$ cat src/rtl/mem_channel_arbiter_if.sv
// ---------------------------------------------------------------------------
// mem_channel_arbiter_if
// Bundles the consumer-side (cache miss / writeback) request ports and the
// memory-side channel ports of mem_channel_arbiter.
//
//   consumer_read_*   : per-consumer read request, address, completion, data
//   consumer_write_*  : per-consumer writeback request, address, data, completion
//   mem_read_*        : per-channel memory read request / response
//   mem_write_*       : per-channel memory write request / response
//
// Modports:
//   slave  : the arbiter's view (takes consumer requests, drives memory)
//   master : the environment's view (consumers + memory model)
// ---------------------------------------------------------------------------
interface mem_channel_arbiter_if #(
  parameter int ADDR_BITS     = 8,
  parameter int DATA_BITS     = 8,
  parameter int NUM_CONSUMERS = 8,
  parameter int NUM_CHANNELS  = 2
);

  // Consumer side
  logic [NUM_CONSUMERS-1:0]                consumer_read_valid;
  logic [NUM_CONSUMERS-1:0]                consumer_read_ready;
  logic [NUM_CONSUMERS-1:0][ADDR_BITS-1:0] consumer_read_address;
  logic [NUM_CONSUMERS-1:0][DATA_BITS-1:0] consumer_read_data;

  logic [NUM_CONSUMERS-1:0]                consumer_write_valid;
  logic [NUM_CONSUMERS-1:0]                consumer_write_ready;
  logic [NUM_CONSUMERS-1:0][ADDR_BITS-1:0] consumer_write_address;
  logic [NUM_CONSUMERS-1:0][DATA_BITS-1:0] consumer_write_data;

  // Memory side
  logic [NUM_CHANNELS-1:0]                 mem_read_valid;
  logic [NUM_CHANNELS-1:0]                 mem_read_ready;
  logic [NUM_CHANNELS-1:0][ADDR_BITS-1:0]  mem_read_address;
  logic [NUM_CHANNELS-1:0][DATA_BITS-1:0]  mem_read_data;

  logic [NUM_CHANNELS-1:0]                 mem_write_valid;
  logic [NUM_CHANNELS-1:0]                 mem_write_ready;
  logic [NUM_CHANNELS-1:0][ADDR_BITS-1:0]  mem_write_address;
  logic [NUM_CHANNELS-1:0][DATA_BITS-1:0]  mem_write_data;

  modport slave (
    input  consumer_read_valid,
    input  consumer_read_address,
    output consumer_read_ready,
    output consumer_read_data,
    input  consumer_write_valid,
    input  consumer_write_address,
    input  consumer_write_data,
    output consumer_write_ready,
    output mem_read_valid,
    output mem_read_address,
    input  mem_read_ready,
    input  mem_read_data,
    output mem_write_valid,
    output mem_write_address,
    output mem_write_data,
    input  mem_write_ready
  );

  modport master (
    output consumer_read_valid,
    output consumer_read_address,
    input  consumer_read_ready,
    input  consumer_read_data,
    output consumer_write_valid,
    output consumer_write_address,
    output consumer_write_data,
    input  consumer_write_ready,
    input  mem_read_valid,
    input  mem_read_address,
    output mem_read_ready,
    output mem_read_data,
    input  mem_write_valid,
    input  mem_write_address,
    input  mem_write_data,
    output mem_write_ready
  );

endinterface

$ cat src/rtl/mem_channel_arbiter.sv
// ---------------------------------------------------------------------------
// mem_channel_arbiter
// Shares NUM_CHANNELS memory channels among NUM_CONSUMERS cache ports.
// Every channel runs its own FSM: it claims the lowest-index free consumer
// with a pending request, issues one memory transaction, relays the
// completion back to the consumer and releases it once the consumer drops
// its valid. A consumer with both a writeback and a read pending is served
// write first (eviction before fill).
//
// Ports:
//   clk   : single clock, all state on the rising edge
//   reset : asynchronous, active-low
//   bus   : mem_channel_arbiter_if.slave (consumer and memory handshakes)
// ---------------------------------------------------------------------------
module mem_channel_arbiter #(
  parameter int ADDR_BITS     = 8,
  parameter int DATA_BITS     = 8,
  parameter int NUM_CONSUMERS = 8,
  parameter int NUM_CHANNELS  = 2
) (
  input logic                   clk,
  input logic                   reset,
  mem_channel_arbiter_if.slave  bus
);

  localparam int IDX_W = (NUM_CONSUMERS > 1) ? $clog2(NUM_CONSUMERS) : 1;

  typedef enum logic [2:0] {
    S_IDLE,
    S_READ_WAITING,
    S_WRITE_WAITING,
    S_READ_RELAYING,
    S_WRITE_RELAYING
  } state_e;

  // Control state (reset)
  state_e                 state_q [NUM_CHANNELS];
  state_e                 state_d [NUM_CHANNELS];
  logic [IDX_W-1:0]       owner_q [NUM_CHANNELS];
  logic [IDX_W-1:0]       owner_d [NUM_CHANNELS];

  // Datapath holding registers (no reset; every output is gated by state)
  logic [ADDR_BITS-1:0]   addr_q  [NUM_CHANNELS];
  logic [ADDR_BITS-1:0]   addr_d  [NUM_CHANNELS];
  logic [DATA_BITS-1:0]   wdata_q [NUM_CHANNELS];
  logic [DATA_BITS-1:0]   wdata_d [NUM_CHANNELS];
  logic [DATA_BITS-1:0]   rdata_q [NUM_CHANNELS];
  logic [DATA_BITS-1:0]   rdata_d [NUM_CHANNELS];

  // Arbitration helpers
  logic [NUM_CONSUMERS-1:0] owned;
  logic [NUM_CONSUMERS-1:0] taken;
  logic                     claimed;

  // -------------------------------------------------------------------------
  // State registers
  // -------------------------------------------------------------------------
  always_ff @(posedge clk or negedge reset) begin
    if (!reset) begin
      for (int ch = 0; ch < NUM_CHANNELS; ch++) begin
        state_q[ch] <= S_IDLE;
        owner_q[ch] <= '0;
      end
    end else begin
      for (int ch = 0; ch < NUM_CHANNELS; ch++) begin
        state_q[ch] <= state_d[ch];
        owner_q[ch] <= owner_d[ch];
      end
    end
  end

  always_ff @(posedge clk) begin
    for (int ch = 0; ch < NUM_CHANNELS; ch++) begin
      addr_q[ch]  <= addr_d[ch];
      wdata_q[ch] <= wdata_d[ch];
      rdata_q[ch] <= rdata_d[ch];
    end
  end

  // -------------------------------------------------------------------------
  // Next-state: claim arbitration and per-channel transitions
  // -------------------------------------------------------------------------
  always_comb begin
    owned   = '0;
    taken   = '0;
    claimed = 1'b0;

    // A consumer counts as owned for the whole time a channel is out of IDLE,
    // including the cycle it is being released. That also keeps a released
    // consumer from being re-claimed on the same edge.
    for (int ch = 0; ch < NUM_CHANNELS; ch++) begin
      if (state_q[ch] != S_IDLE) owned[owner_q[ch]] = 1'b1;
    end

    for (int ch = 0; ch < NUM_CHANNELS; ch++) begin
      state_d[ch] = state_q[ch];
      owner_d[ch] = owner_q[ch];
      addr_d[ch]  = addr_q[ch];
      wdata_d[ch] = wdata_q[ch];
      rdata_d[ch] = rdata_q[ch];
      claimed     = 1'b0;

      unique case (state_q[ch])
        S_IDLE: begin
          // Lower-index channels have already marked their picks in 'taken'
          for (int c = 0; c < NUM_CONSUMERS; c++) begin
            if (!claimed && !owned[c] && !taken[c] &&
                (bus.consumer_read_valid[c] || bus.consumer_write_valid[c])) begin
              claimed     = 1'b1;
              taken[c]    = 1'b1;
              owner_d[ch] = IDX_W'(c);
              if (bus.consumer_write_valid[c]) begin
                state_d[ch] = S_WRITE_WAITING;
                addr_d[ch]  = bus.consumer_write_address[c];
                wdata_d[ch] = bus.consumer_write_data[c];
              end else begin
                state_d[ch] = S_READ_WAITING;
                addr_d[ch]  = bus.consumer_read_address[c];
              end
            end
          end
        end

        S_READ_WAITING: begin
          if (bus.mem_read_ready[ch]) begin
            rdata_d[ch] = bus.mem_read_data[ch];
            state_d[ch] = S_READ_RELAYING;
          end
        end

        S_WRITE_WAITING: begin
          if (bus.mem_write_ready[ch]) state_d[ch] = S_WRITE_RELAYING;
        end

        S_READ_RELAYING: begin
          if (!bus.consumer_read_valid[owner_q[ch]]) state_d[ch] = S_IDLE;
        end

        S_WRITE_RELAYING: begin
          if (!bus.consumer_write_valid[owner_q[ch]]) state_d[ch] = S_IDLE;
        end

        default: state_d[ch] = S_IDLE;
      endcase
    end
  end

  // -------------------------------------------------------------------------
  // Outputs: decoded from registered state only
  // -------------------------------------------------------------------------
  always_comb begin
    bus.consumer_read_ready  = '0;
    bus.consumer_read_data   = '0;
    bus.consumer_write_ready = '0;
    bus.mem_read_valid       = '0;
    bus.mem_read_address     = '0;
    bus.mem_write_valid      = '0;
    bus.mem_write_address    = '0;
    bus.mem_write_data       = '0;

    for (int ch = 0; ch < NUM_CHANNELS; ch++) begin
      unique case (state_q[ch])
        S_READ_WAITING: begin
          bus.mem_read_valid[ch]   = 1'b1;
          bus.mem_read_address[ch] = addr_q[ch];
        end
        S_WRITE_WAITING: begin
          bus.mem_write_valid[ch]   = 1'b1;
          bus.mem_write_address[ch] = addr_q[ch];
          bus.mem_write_data[ch]    = wdata_q[ch];
        end
        S_READ_RELAYING: begin
          bus.consumer_read_ready[owner_q[ch]] = 1'b1;
          bus.consumer_read_data[owner_q[ch]]  = rdata_q[ch];
        end
        S_WRITE_RELAYING: begin
          bus.consumer_write_ready[owner_q[ch]] = 1'b1;
        end
        default: ;
      endcase
    end
  end

endmodule
$ cat src/flat_wrapper.sv
// flat-port wrapper written by rule: the top's interface ports become plain ports
module mem_channel_arbiter_flat 
#(
  parameter int ADDR_BITS     = 8,
  parameter int DATA_BITS     = 8,
  parameter int NUM_CONSUMERS = 8,
  parameter int NUM_CHANNELS  = 2
)
  (clk, reset, bus_consumer_read_valid, bus_consumer_read_address, bus_consumer_read_ready, bus_consumer_read_data, bus_consumer_write_valid, bus_consumer_write_address, bus_consumer_write_data, bus_consumer_write_ready, bus_mem_read_valid, bus_mem_read_address, bus_mem_read_ready, bus_mem_read_data, bus_mem_write_valid, bus_mem_write_address, bus_mem_write_data, bus_mem_write_ready);
  mem_channel_arbiter_if #(.ADDR_BITS(ADDR_BITS), .DATA_BITS(DATA_BITS), .NUM_CONSUMERS(NUM_CONSUMERS), .NUM_CHANNELS(NUM_CHANNELS)) bus_i ();
  input logic clk;
  input logic reset;
  input wire logic [$bits(bus_i.consumer_read_valid)-1:0] bus_consumer_read_valid;
  input wire logic [$bits(bus_i.consumer_read_address)-1:0] bus_consumer_read_address;
  output wire logic [$bits(bus_i.consumer_read_ready)-1:0] bus_consumer_read_ready;
  output wire logic [$bits(bus_i.consumer_read_data)-1:0] bus_consumer_read_data;
  input wire logic [$bits(bus_i.consumer_write_valid)-1:0] bus_consumer_write_valid;
  input wire logic [$bits(bus_i.consumer_write_address)-1:0] bus_consumer_write_address;
  input wire logic [$bits(bus_i.consumer_write_data)-1:0] bus_consumer_write_data;
  output wire logic [$bits(bus_i.consumer_write_ready)-1:0] bus_consumer_write_ready;
  output wire logic [$bits(bus_i.mem_read_valid)-1:0] bus_mem_read_valid;
  output wire logic [$bits(bus_i.mem_read_address)-1:0] bus_mem_read_address;
  input wire logic [$bits(bus_i.mem_read_ready)-1:0] bus_mem_read_ready;
  input wire logic [$bits(bus_i.mem_read_data)-1:0] bus_mem_read_data;
  output wire logic [$bits(bus_i.mem_write_valid)-1:0] bus_mem_write_valid;
  output wire logic [$bits(bus_i.mem_write_address)-1:0] bus_mem_write_address;
  output wire logic [$bits(bus_i.mem_write_data)-1:0] bus_mem_write_data;
  input wire logic [$bits(bus_i.mem_write_ready)-1:0] bus_mem_write_ready;
  assign bus_i.consumer_read_valid = bus_consumer_read_valid;
  assign bus_i.consumer_read_address = bus_consumer_read_address;
  assign bus_consumer_read_ready = bus_i.consumer_read_ready;
  assign bus_consumer_read_data = bus_i.consumer_read_data;
  assign bus_i.consumer_write_valid = bus_consumer_write_valid;
  assign bus_i.consumer_write_address = bus_consumer_write_address;
  assign bus_i.consumer_write_data = bus_consumer_write_data;
  assign bus_consumer_write_ready = bus_i.consumer_write_ready;
  assign bus_mem_read_valid = bus_i.mem_read_valid;
  assign bus_mem_read_address = bus_i.mem_read_address;
  assign bus_i.mem_read_ready = bus_mem_read_ready;
  assign bus_i.mem_read_data = bus_mem_read_data;
  assign bus_mem_write_valid = bus_i.mem_write_valid;
  assign bus_mem_write_address = bus_i.mem_write_address;
  assign bus_mem_write_data = bus_i.mem_write_data;
  assign bus_i.mem_write_ready = bus_mem_write_ready;
  mem_channel_arbiter #(.ADDR_BITS(ADDR_BITS), .DATA_BITS(DATA_BITS), .NUM_CONSUMERS(NUM_CONSUMERS), .NUM_CHANNELS(NUM_CHANNELS)) u_core (.clk(clk), .reset(reset), .bus(bus_i));
endmodule
$ cat config.mk
export PLATFORM = sky130hd
export DESIGN_NAME = mem_channel_arbiter_flat
export DESIGN_NICKNAME = d
export VERILOG_FILES = /design/src/rtl/mem_channel_arbiter_if.sv /design/src/rtl/mem_channel_arbiter.sv /design/src/flat_wrapper.sv
export SDC_FILE = /design/constraint.sdc
export NUM_CORES = 1
export LEC_CHECK = 0
export CORE_MARGIN = 10
export CORE_UTILIZATION = 38
export DETAILED_ROUTE_END_ITERATION = 16
export PLACE_DENSITY = 0.73
export RECOVER_POWER = 25
export SYNTH_ARGS = -nofsm -noshare
export SYNTH_HDL_FRONTEND = slang
export SYNTH_SLANG_ARGS = --single-unit
export TNS_END_PERCENT = 30
$ cat constraint.sdc
create_clock -name clk -period 4.7 [get_ports clk]
set_input_delay 1.175 -clock clk [delete_from_list [all_inputs] [get_ports clk]]
set_output_delay 1.175 -clock clk [all_outputs]
set_load 0.01 [all_outputs]
After elaboration in Yosys (flattened, before gate mapping). Memory sizes are Yosys's and may differ from the RTL's. Index checks and enable logic that the tools add are counted.

Bits of input ports: 230. Output and inout bits: 132. RAM bits: 48. Register bits: 12. Logic and storage cells: 309. Memories: 3.

$lt $le $gt $ge: 4. Bitwise logic cells: 4. Reductions and logical operators: 88. Equality and inequality tests: 18. Multiplexer cells: 188.

Memory list: u_core.addr_q (depth 2, bits a word 8, rd ports 2, clocked after Yosys merged registers in 0, wr ports 2, line mem_channel_arbiter.sv:43) `logic [ADDR_BITS-1:0] addr_q [NUM_CHANNELS];`; u_core.rdata_q (depth 2, bits a word 8, rd ports 2, clocked after Yosys merged registers in 0, wr ports 2, line mem_channel_arbiter.sv:47) `logic [DATA_BITS-1:0] rdata_q [NUM_CHANNELS];`; u_core.wdata_q (depth 2, bits a word 8, rd ports 2, clocked after Yosys merged registers in 0, wr ports 2, line mem_channel_arbiter.sv:45) `logic [DATA_BITS-1:0] wdata_q [NUM_CHANNELS];`.

Operators by type and width (count): $mux W8 (82); $mux W64 (2); $mux W3 (40); $and A64 B64 Y64 (1); $bwmux W64 (1); $demux W8 S3 (2); $mux W1 (45); $logic_and A1 B1 Y1 (40); $logic_not A1 Y1 (30); $pmux W3 S5 (2); $or A8 B8 Y8 (3); $ne A9 B1 Y1 const B (2); $mux W2 (8); $ne A2 B2 Y1 const B (8); $reduce_bool A8 Y1 (2); $bmux W1 S3 (4); $eq A3 B2 Y1 const B (4); $reduce_and A5 Y1 (2); $logic_or A1 B1 Y1 (8); $lt A3 B4 Y1 const B (2); $demux W1 S3 (2); $eq A3 B1 Y1 const B (2); $eq A3 B3 Y1 const B (2); $ge A3 B1 Y1 const B (2); other kinds (3) (6).

Longest topological paths before layout. Gate-level depths: netlist of run 1.

Depth after elaboration: 93. Mapped depth: 13. Mapped depth without buffers: 9.

Least setup slack after synthesis of run 1. Ideal clock, no wire load.

Path type: in2reg. Start point: input port bus_consumer_write_valid[0]. End point: memory u_core.wdata_q[1][3] (netlist: u_core.wdata_q[0][11]), data pin. Data arrival time: 3.408 ns. Path slack: 1.102 ns. Buffers on the path: 1. Library setup time: 0.190 ns. Cell stages on the path: 9. Path through: clkbuf_1 nor2_1 a2111oi_2 nand2_1 mux2i_1 a211o_1 a211oi_1 nor4b_1 a2111oi_2.

RTL lines: from (decl) (line flat_wrapper.sv:17) `input wire logic [$bits(bus_i.consumer_write_valid)-1:0] bus_consumer_write_valid;`; to (decl) (line mem_channel_arbiter.sv:45).

==> flow_metrics.env, run 1 <==
export IMPL_fin_ws_ps=417
export IMPL_finalHoldViolCount=0
export IMPL_dr_first_iter_drc_count=1177
export IMPL_via_per_inst=6.23
export IMPL_fmax_mhz=233
export IMPL_area_growth_pct=55.2
export IMPL_pwr_share_clk=0.101
export IMPL_grt_overflow=0
export IMPL_critical_path_max_stage_delay_ps=840
export IMPL_drv_cap=0
export IMPL_path_cells="or3_1, inv_1, buf_4, o221ai_1, buf_4, and3_1, mux2_2, mux2i_1, a21oi_1, a211oi_1, nor3_1"
export IMPL_endpoint_kind="register"
export IMPL_clockRootBuffer="clkbuf_16"
export IMPL_grt_util_met2=0.514
export IMPL_min_period_ps=4280
export IMPL_min_path_cells=2
export IMPL_required_ps=4780
export IMPL_fin_nets=1546
export IMPL_crit_top_cell="buf_4"
export IMPL_post_drt_wl_per_cell_um=26.1
export IMPL_finalPower_w=0.00616
export IMPL_power_internal_w=0.00318
export IMPL_initial_utilization=0.385
export IMPL_cts_hold_buf=0
export IMPL_wl_mm=41.7
export IMPL_drv_slew=0
export IMPL_cellLeakagePower_nw=4.64
export IMPL_ant_nets=0
export IMPL_top_usage_layer="met2"
export IMPL_rsz0062_at_grt="false"
export IMPL_netlist_cell_type_count=83
export IMPL_whs_ps=701
export IMPL_track_usage=0.295
export IMPL_seq_area_frac_synth=0.225
export IMPL_finalSetupViolCount=0
export IMPL_ys_ff_latch=60
export IMPL_max_vdd_ir_drop_v=0.000244
export IMPL_cts_htree_levels=3
export IMPL_num_io_pins=362
export IMPL_cts_clk_slew_worst_paths_ps=50
export IMPL_place_congestion=1.00
export IMPL_power_switching_w=0.00298
export IMPL_worstReg2RegEnd="u_core.wdata_q[0][7]$_DFFE_PP_"
export IMPL_post_cts_resized=0
export IMPL_grt_max_degree=25
export IMPL_seq_power_share=0.207
export IMPL_slowest_stage="or3_1"
export IMPL_cts_tree="built"
export IMPL_critPathKind="reg2reg"
export IMPL_synthCells=968
export IMPL_min_path_type="reg2reg"
export IMPL_clock_path_buffers=2
export IMPL_synth_ff_type="edfxtp_1"
export IMPL_avgSynthCellArea_sq_um=7.99
export IMPL_grt_pass1_wl_mm=61.1
export IMPL_swShare=0.484
export IMPL_worstHoldEndpoint="u_core.owner_q[3]$_DFFE_PN0P_"
export IMPL_dp_worst_setup_slack_ps=427
export IMPL_die_w_um=163
export IMPL_start_kind="register"
export IMPL_netlist_area_sq_um=7730
export IMPL_fp_dieH_um=163
export IMPL_synth_edf_count=48
export IMPL_portBuffers=361
export IMPL_clk_latency_ps=330
export IMPL_cts_setup_buffers=0
export IMPL_yosysWarnings=0
export IMPL_crit_buf_inv=3
export IMPL_grt_util_met1=0.338
export IMPL_status="completed"
export IMPL_power_frac_comb=0.692
export IMPL_syn_nets=1198
export IMPL_cts_buffers=9
export IMPL_reg2reg_depth=11
export IMPL_tightest_slew_ps=1010
export IMPL_numClockSinks=60
export IMPL_drc=0
export IMPL_first_pass_iters=6
export IMPL_rows=52
export IMPL_fin_skew_ps=10.7
export IMPL_crit_path_max_fanout=21
export IMPL_finalSetupTns_ps=0
export IMPL_arrival_ps=4360
export IMPL_maxSlewHeadroom=0.326
export IMPL_fin_cells=1595
export IMPL_dp_hpwl_mm=33.6
export IMPL_crit_family="simple AND/OR/NAND/NOR gates"
export IMPL_synthArstFlopShare=0.200
export IMPL_antenna_found_initial=2
export IMPL_drive_above_1_share=0.117
export IMPL_powerDensity_nw_per_um2=513
export IMPL_regToRegStartpoint="u_core.state_q[3]$_DFFE_PN0P_"
export IMPL_globalRouteMet3Util=0.0816
export IMPL_die_area_sq_um=26500
export IMPL_num_vias=9929
export IMPL_place_inst=1575
export IMPL_regToRegSetupSlack_ps=420
export IMPL_min_period_over_period=0.911
export IMPL_worstHoldStart="u_core.owner_q[3]$_DFFE_PN0P_"
export IMPL_grt_pass1_vias=10117
export IMPL_core_region_area_sq_um=20100
==> state kept, by name (all words and copies together), names as in the netlist <==
register / flops
u_core.addr_q: 16
u_core.rdata_q: 16
u_core.wdata_q: 16
u_core.owner_q: 6
u_core.state_q: 6
==> cells by family (layout without fill, tap and decap cells) <==
family | after synthesis | count (layout) | share of synthesized area
multiplexers | 93 | 93 | 0.129
flip-flops | 60 | 60 | 0.225
buffers and inverters | 98 | 451 | 0.0566
adder cells (fa/ha/maj) | 2 | 2 | 0.00259
AND/OR/NAND/NOR | 383 | 383 | 0.255
AO/OA/AOI/OAI | 331 | 331 | 0.331
XOR/XNOR | 1 | 1 | 0.00113
other | 0 | 4 | 0
==> layout make-up <==
type                            instances  area (sq um)
Antenna cell                            4          10.0
Fill cell                            1856          8100
Sequential cell                        60          1740
Multi-Input combinational cell        810          5550
Timing Repair Buffer                  417          4020
Tap cell                              270           338
Clock inverter                          2          10.0
Inverter                               18          67.6
Clock buffer                           14           265
==> through the flow <==
stage | utilization | area, sq um
after global routing | 0.597 | 12000
after detailed placement | 0.584 | 11700
after global placement | 0.584 | 11700
after floorplan | - | 7730
final | 0.597 | 12000
after CTS | 0.597 | 12000
==> how the worst max path moves through the flow <==
| stage | end | slack [ps] | startpoint | cells after the start |
|---|---|---|---|---|
| after detailed placement | u_core.addr_q[0][15]$_DFFE_PP_ | 430 | bus_consumer_write_valid[2] | 8 |
| after CTS | bus_consumer_read_data[0] | 540 | u_core.owner_q[0]$_DFFE_PN0P_ | 7 |
| final | u_core.wdata_q[0][7]$_DFFE_PP_ | 420 | u_core.state_q[3]$_DFFE_PN0P_ | 11 |
| after floorplan | u_core.wdata_q[0][11]$_DFFE_PP_ | 1100 | bus_consumer_write_valid[0] | 9 |
| after global placement | u_core.addr_q[0][13]$_DFFE_PP_ | 460 | bus_consumer_write_valid[0] | 9 |
| after global routing | u_core.addr_q[0][13]$_DFFE_PP_ | 70 | u_core.state_q[0]$_DFFE_PN0P_ | 9 |
==> power groups by stage <==
stage	Combinational (W)	Sequential (W)	Clock, W
6_report	0.00426	0.00128	0.000620
3_5_place_dp	0.00421	0.00125	0
3_3_place_gp	0.00418	0.00126	0
2_1_floorplan	0.00279	0.00101	0
4_1_cts	0.00422	0.00125	0.000625
5_1_grt	0.00457	0.00130	0.000649
==> cell usage after synthesis (27+ instances only) <==
| cell type | number | area share |
|---|---|---|
| a21oi_1 | 37 | 0.024 |
| nor3_1 | 27 | 0.017 |
| a22o_1 | 58 | 0.066 |
| nand2_1 | 92 | 0.045 |
| mux2i_1 | 51 | 0.066 |
| o21ai_0 | 41 | 0.027 |
| edfxtp_1 | 48 | 0.19 |
| a22oi_1 | 28 | 0.027 |
| nor2_1 | 106 | 0.051 |
| and2_1 | 36 | 0.029 |
| clkbuf_1 | 37 | 0.018 |
| mux2_2 | 41 | 0.060 |
==> worst register-to-register path, cell delays in order, from the launching register on <==
cell and delay (ps):
dfrtp_1 620, or3_1 840, inv_1 380, buf_4 280, o221ai_1 230, buf_4 280, and3_1 500, mux2_2 390
mux2i_1 130, a21oi_1 90, a211oi_1 210, nor3_1 70
==> per-layer routing <==
metal,wire [um],up-vias
met5,0,-
met4,1330,0
met3,4570,93
met2,20300,708
met1,15500,4659
li1,-,4469
==> layout by cell type (no fill, tap or decap), types with 13 or more instances in the layout <==
cell / netlist / final
nor4_1: 13 / 13
o22ai_1: 24 / 24
and3_1: 24 / 24
nand3_1: 24 / 24
inv_1: 18 / 18
mux2_2: 41 / 41
clkdlybuf4s50_1: 0 / 340
a22oi_1: 28 / 28
o21ai_0: 41 / 41
o21ai_1: 15 / 15
buf_4: 1 / 53
a22o_1: 58 / 58
nand2_1: 92 / 92
nor2_1: 106 / 106
nor3_1: 27 / 27
a21oi_1: 37 / 37
dlygate4sd3_1: 0 / 21
mux2i_1: 51 / 51
edfxtp_1: 48 / 48
and2_1: 36 / 36
(Power assumes the default switching activity.)
==> run 2, diff against run 1 <==
CAP_MARGIN = 20   (was default)
==> results of run 2 <==
Same layout as run 1: the final DEF is identical, and so are final timing and power.
==> run 3, diff against run 2 <==
CORE_AREA = 3 3 138 140   (was default)
CORE_MARGIN = default   (was 10)
CORE_UTILIZATION = default   (was 38)
DIE_AREA = 0 0 141 143   (was default)
PLACE_DENSITY = 0.91   (was 0.73)
==> flow_metrics.env, run 3 (synthesis gave the netlist of run 1 again) <==
export IMPL_cts_hold_buf=0
export IMPL_top_regs="u_core.addr_q x16, u_core.rdata_q x16, u_core.wdata_q x16"
export IMPL_grt_max_degree=25
export IMPL_critPathKind="reg2out"
export IMPL_ant_nets=0
export IMPL_required_ps=3520
export IMPL_crit_path_max_fanout=17
export IMPL_cts_clk_slew_worst_paths_ps=60
export IMPL_fp_dieH_um=143
export IMPL_rsz0062_at_grt="false"
export IMPL_finalSetupTns_ps=0
export IMPL_via_per_inst=6.54
export IMPL_clk_latency_ps=350
export IMPL_final_cell_mix="clkdlybuf4s50_1, nor2_1, nand2_1, a22o_1"
export IMPL_numClockSinks=60
export IMPL_wl_mm=38.4
export IMPL_rows=49
export IMPL_max_vdd_ir_drop_v=0.000285
export IMPL_num_io_pins=362
export IMPL_crit_top_cell="nor2_1"
export IMPL_place_congestion=1.03
export IMPL_clock_path_buffers=2
export IMPL_drv_cap=0
export IMPL_initial_utilization=0.430
export IMPL_whs_ps=714
export IMPL_die_w_um=141
export IMPL_dr_first_iter_drc_count=1269
export IMPL_drv_slew=0
export IMPL_num_fill_cells=1512
export IMPL_cts_tree="built"
export IMPL_area_growth_pct=54.8
export IMPL_post_cts_resized=0
export IMPL_fin_skew_ps=18.1
export IMPL_grt_overflow=0
export IMPL_finalHoldViolCount=0
export IMPL_fmax_mhz=228
export IMPL_drive_above_1_share=0.119
export IMPL_finalSetupViolCount=0
export IMPL_post_dp_cell_area_sq_um=11700
export IMPL_endpoint_kind="primary output"
export IMPL_die_area_sq_um=20200
export IMPL_drc=0
export IMPL_place_inst=1532
export IMPL_powerDensity_nw_per_um2=520
export IMPL_regArea_sq_um=1740
export IMPL_clockRootBuffer="clkbuf_16"
export IMPL_antenna_found_initial=3
export IMPL_track_usage=0.361
export IMPL_multi_input_area_sq_um=5550
export IMPL_grt_pass1_wl_mm=56.8
export IMPL_core_region_area_sq_um=18000
export IMPL_min_period_over_period=0.934
export IMPL_min_path_type="reg2reg"
export IMPL_portBuffers=361
export IMPL_min_period_ps=4390
export IMPL_grt_pass1_vias=10047
export IMPL_maxSlewHeadroom=0.348
export IMPL_first_pass_iters=8
export IMPL_cellLeakagePower_nw=4.63
export IMPL_fin_nets=1544
export IMPL_tightest_slew_ps=979
export IMPL_dp_hpwl_mm=30.6
export IMPL_layout_commonest_cell="clkdlybuf4s50_1"
export IMPL_status="completed"
export IMPL_slowest_stage="dfrtp_1"
export IMPL_num_vias=10157
export IMPL_start_kind="register"
export IMPL_cts_htree_levels=3
export IMPL_cts_setup_buffers=0
export IMPL_path_cells="inv_1, or2_2, nor2_1, nor2_1, a22o_1, clkdlybuf4s50_1"
export IMPL_fin_cells=1552
export IMPL_arrival_ps=3210
export IMPL_critical_path_max_stage_delay_ps=700
export IMPL_post_drt_wl_per_cell_um=24.8
export IMPL_design_area_sq_um=12000
export IMPL_cts_buffers=9
## run 3: cell types whose count changed in the layout (fill, tap and decap cells not counted), moves of 2 or more
cell	before	now
clkbuf_1	7	3
buf_4	53	51
clkdlybuf4s50_1	340	342
clkinv_4	0	2
dlygate4sd3_1	21	19
inv_6	0	2
## run 3: power breakdown
part	leakage [nW]	internal, W	total [W]	switching [W]
clock network	0.150	0.000414	0.000695	0.000281
logic	3.88	0.00185	0.00423	0.00238
registers	0.602	0.000951	0.00130	0.000347
## run 3: routing by layer
metal  vias up  global-route usage  wire length [um]
met1      4650               0.427             13400
met2       863               0.628             18700
met3       177              0.0640              4250
li1       4467                   -                 -
met4         0               0.187              2130
met5         -                   0                 0
## run 3: critical path: cells and delay by family, from the launching register on
| family | cells | cell delay (ps) |
|---|---|---|
| buffers and inverters | 2 | 660 |
| AO/OA/AOI/OAI | 1 | 270 |
| AND/OR/NAND/NOR | 3 | 1230 |
| flip-flops | 1 | 700 |
## run 3: through the flow
stage	setup WS, ps	utilization	power, W
2_1_floorplan	1100	-	0.00381
3_3_place_gp	318	0.649	0.00533
3_5_place_dp	215	0.649	0.00540
4_1_cts	406	0.666	0.00611
5_1_grt	191	0.666	0.00652
6_report	311	0.666	0.00622
## run 3: path summary, 6_finish.rpt
kind	end	depth (start not counted)	from	slack (ps)
min	u_core.owner_q[3]$_DFFE_PN0P_	2	u_core.owner_q[3]$_DFFE_PN0P_	710
max reg2reg	u_core.addr_q[0][8]$_DFFE_PP_	9	u_core.state_q[0]$_DFFE_PN0P_	380
min in group asynchronous	u_core.owner_q[2]$_DFFE_PN0P_	1	reset	1290
min reg2reg	u_core.owner_q[3]$_DFFE_PN0P_	2	u_core.owner_q[3]$_DFFE_PN0P_	710
max in group asynchronous	u_core.state_q[2]$_DFFE_PN0P_	1	reset	3010
max	bus_consumer_read_data[28]	6	u_core.state_q[0]$_DFFE_PN0P_	310
## run 3: layout make-up
cell class                      instances  area share
Antenna cell                            4    0.000837
Clock buffer                            9      0.0188
Clock inverter                          7     0.00627
Inverter                               18     0.00565
Multi-Input combinational cell        810       0.464
Sequential cell                        60       0.146
Tap cell                              229      0.0239
Timing Repair Buffer                  415       0.335
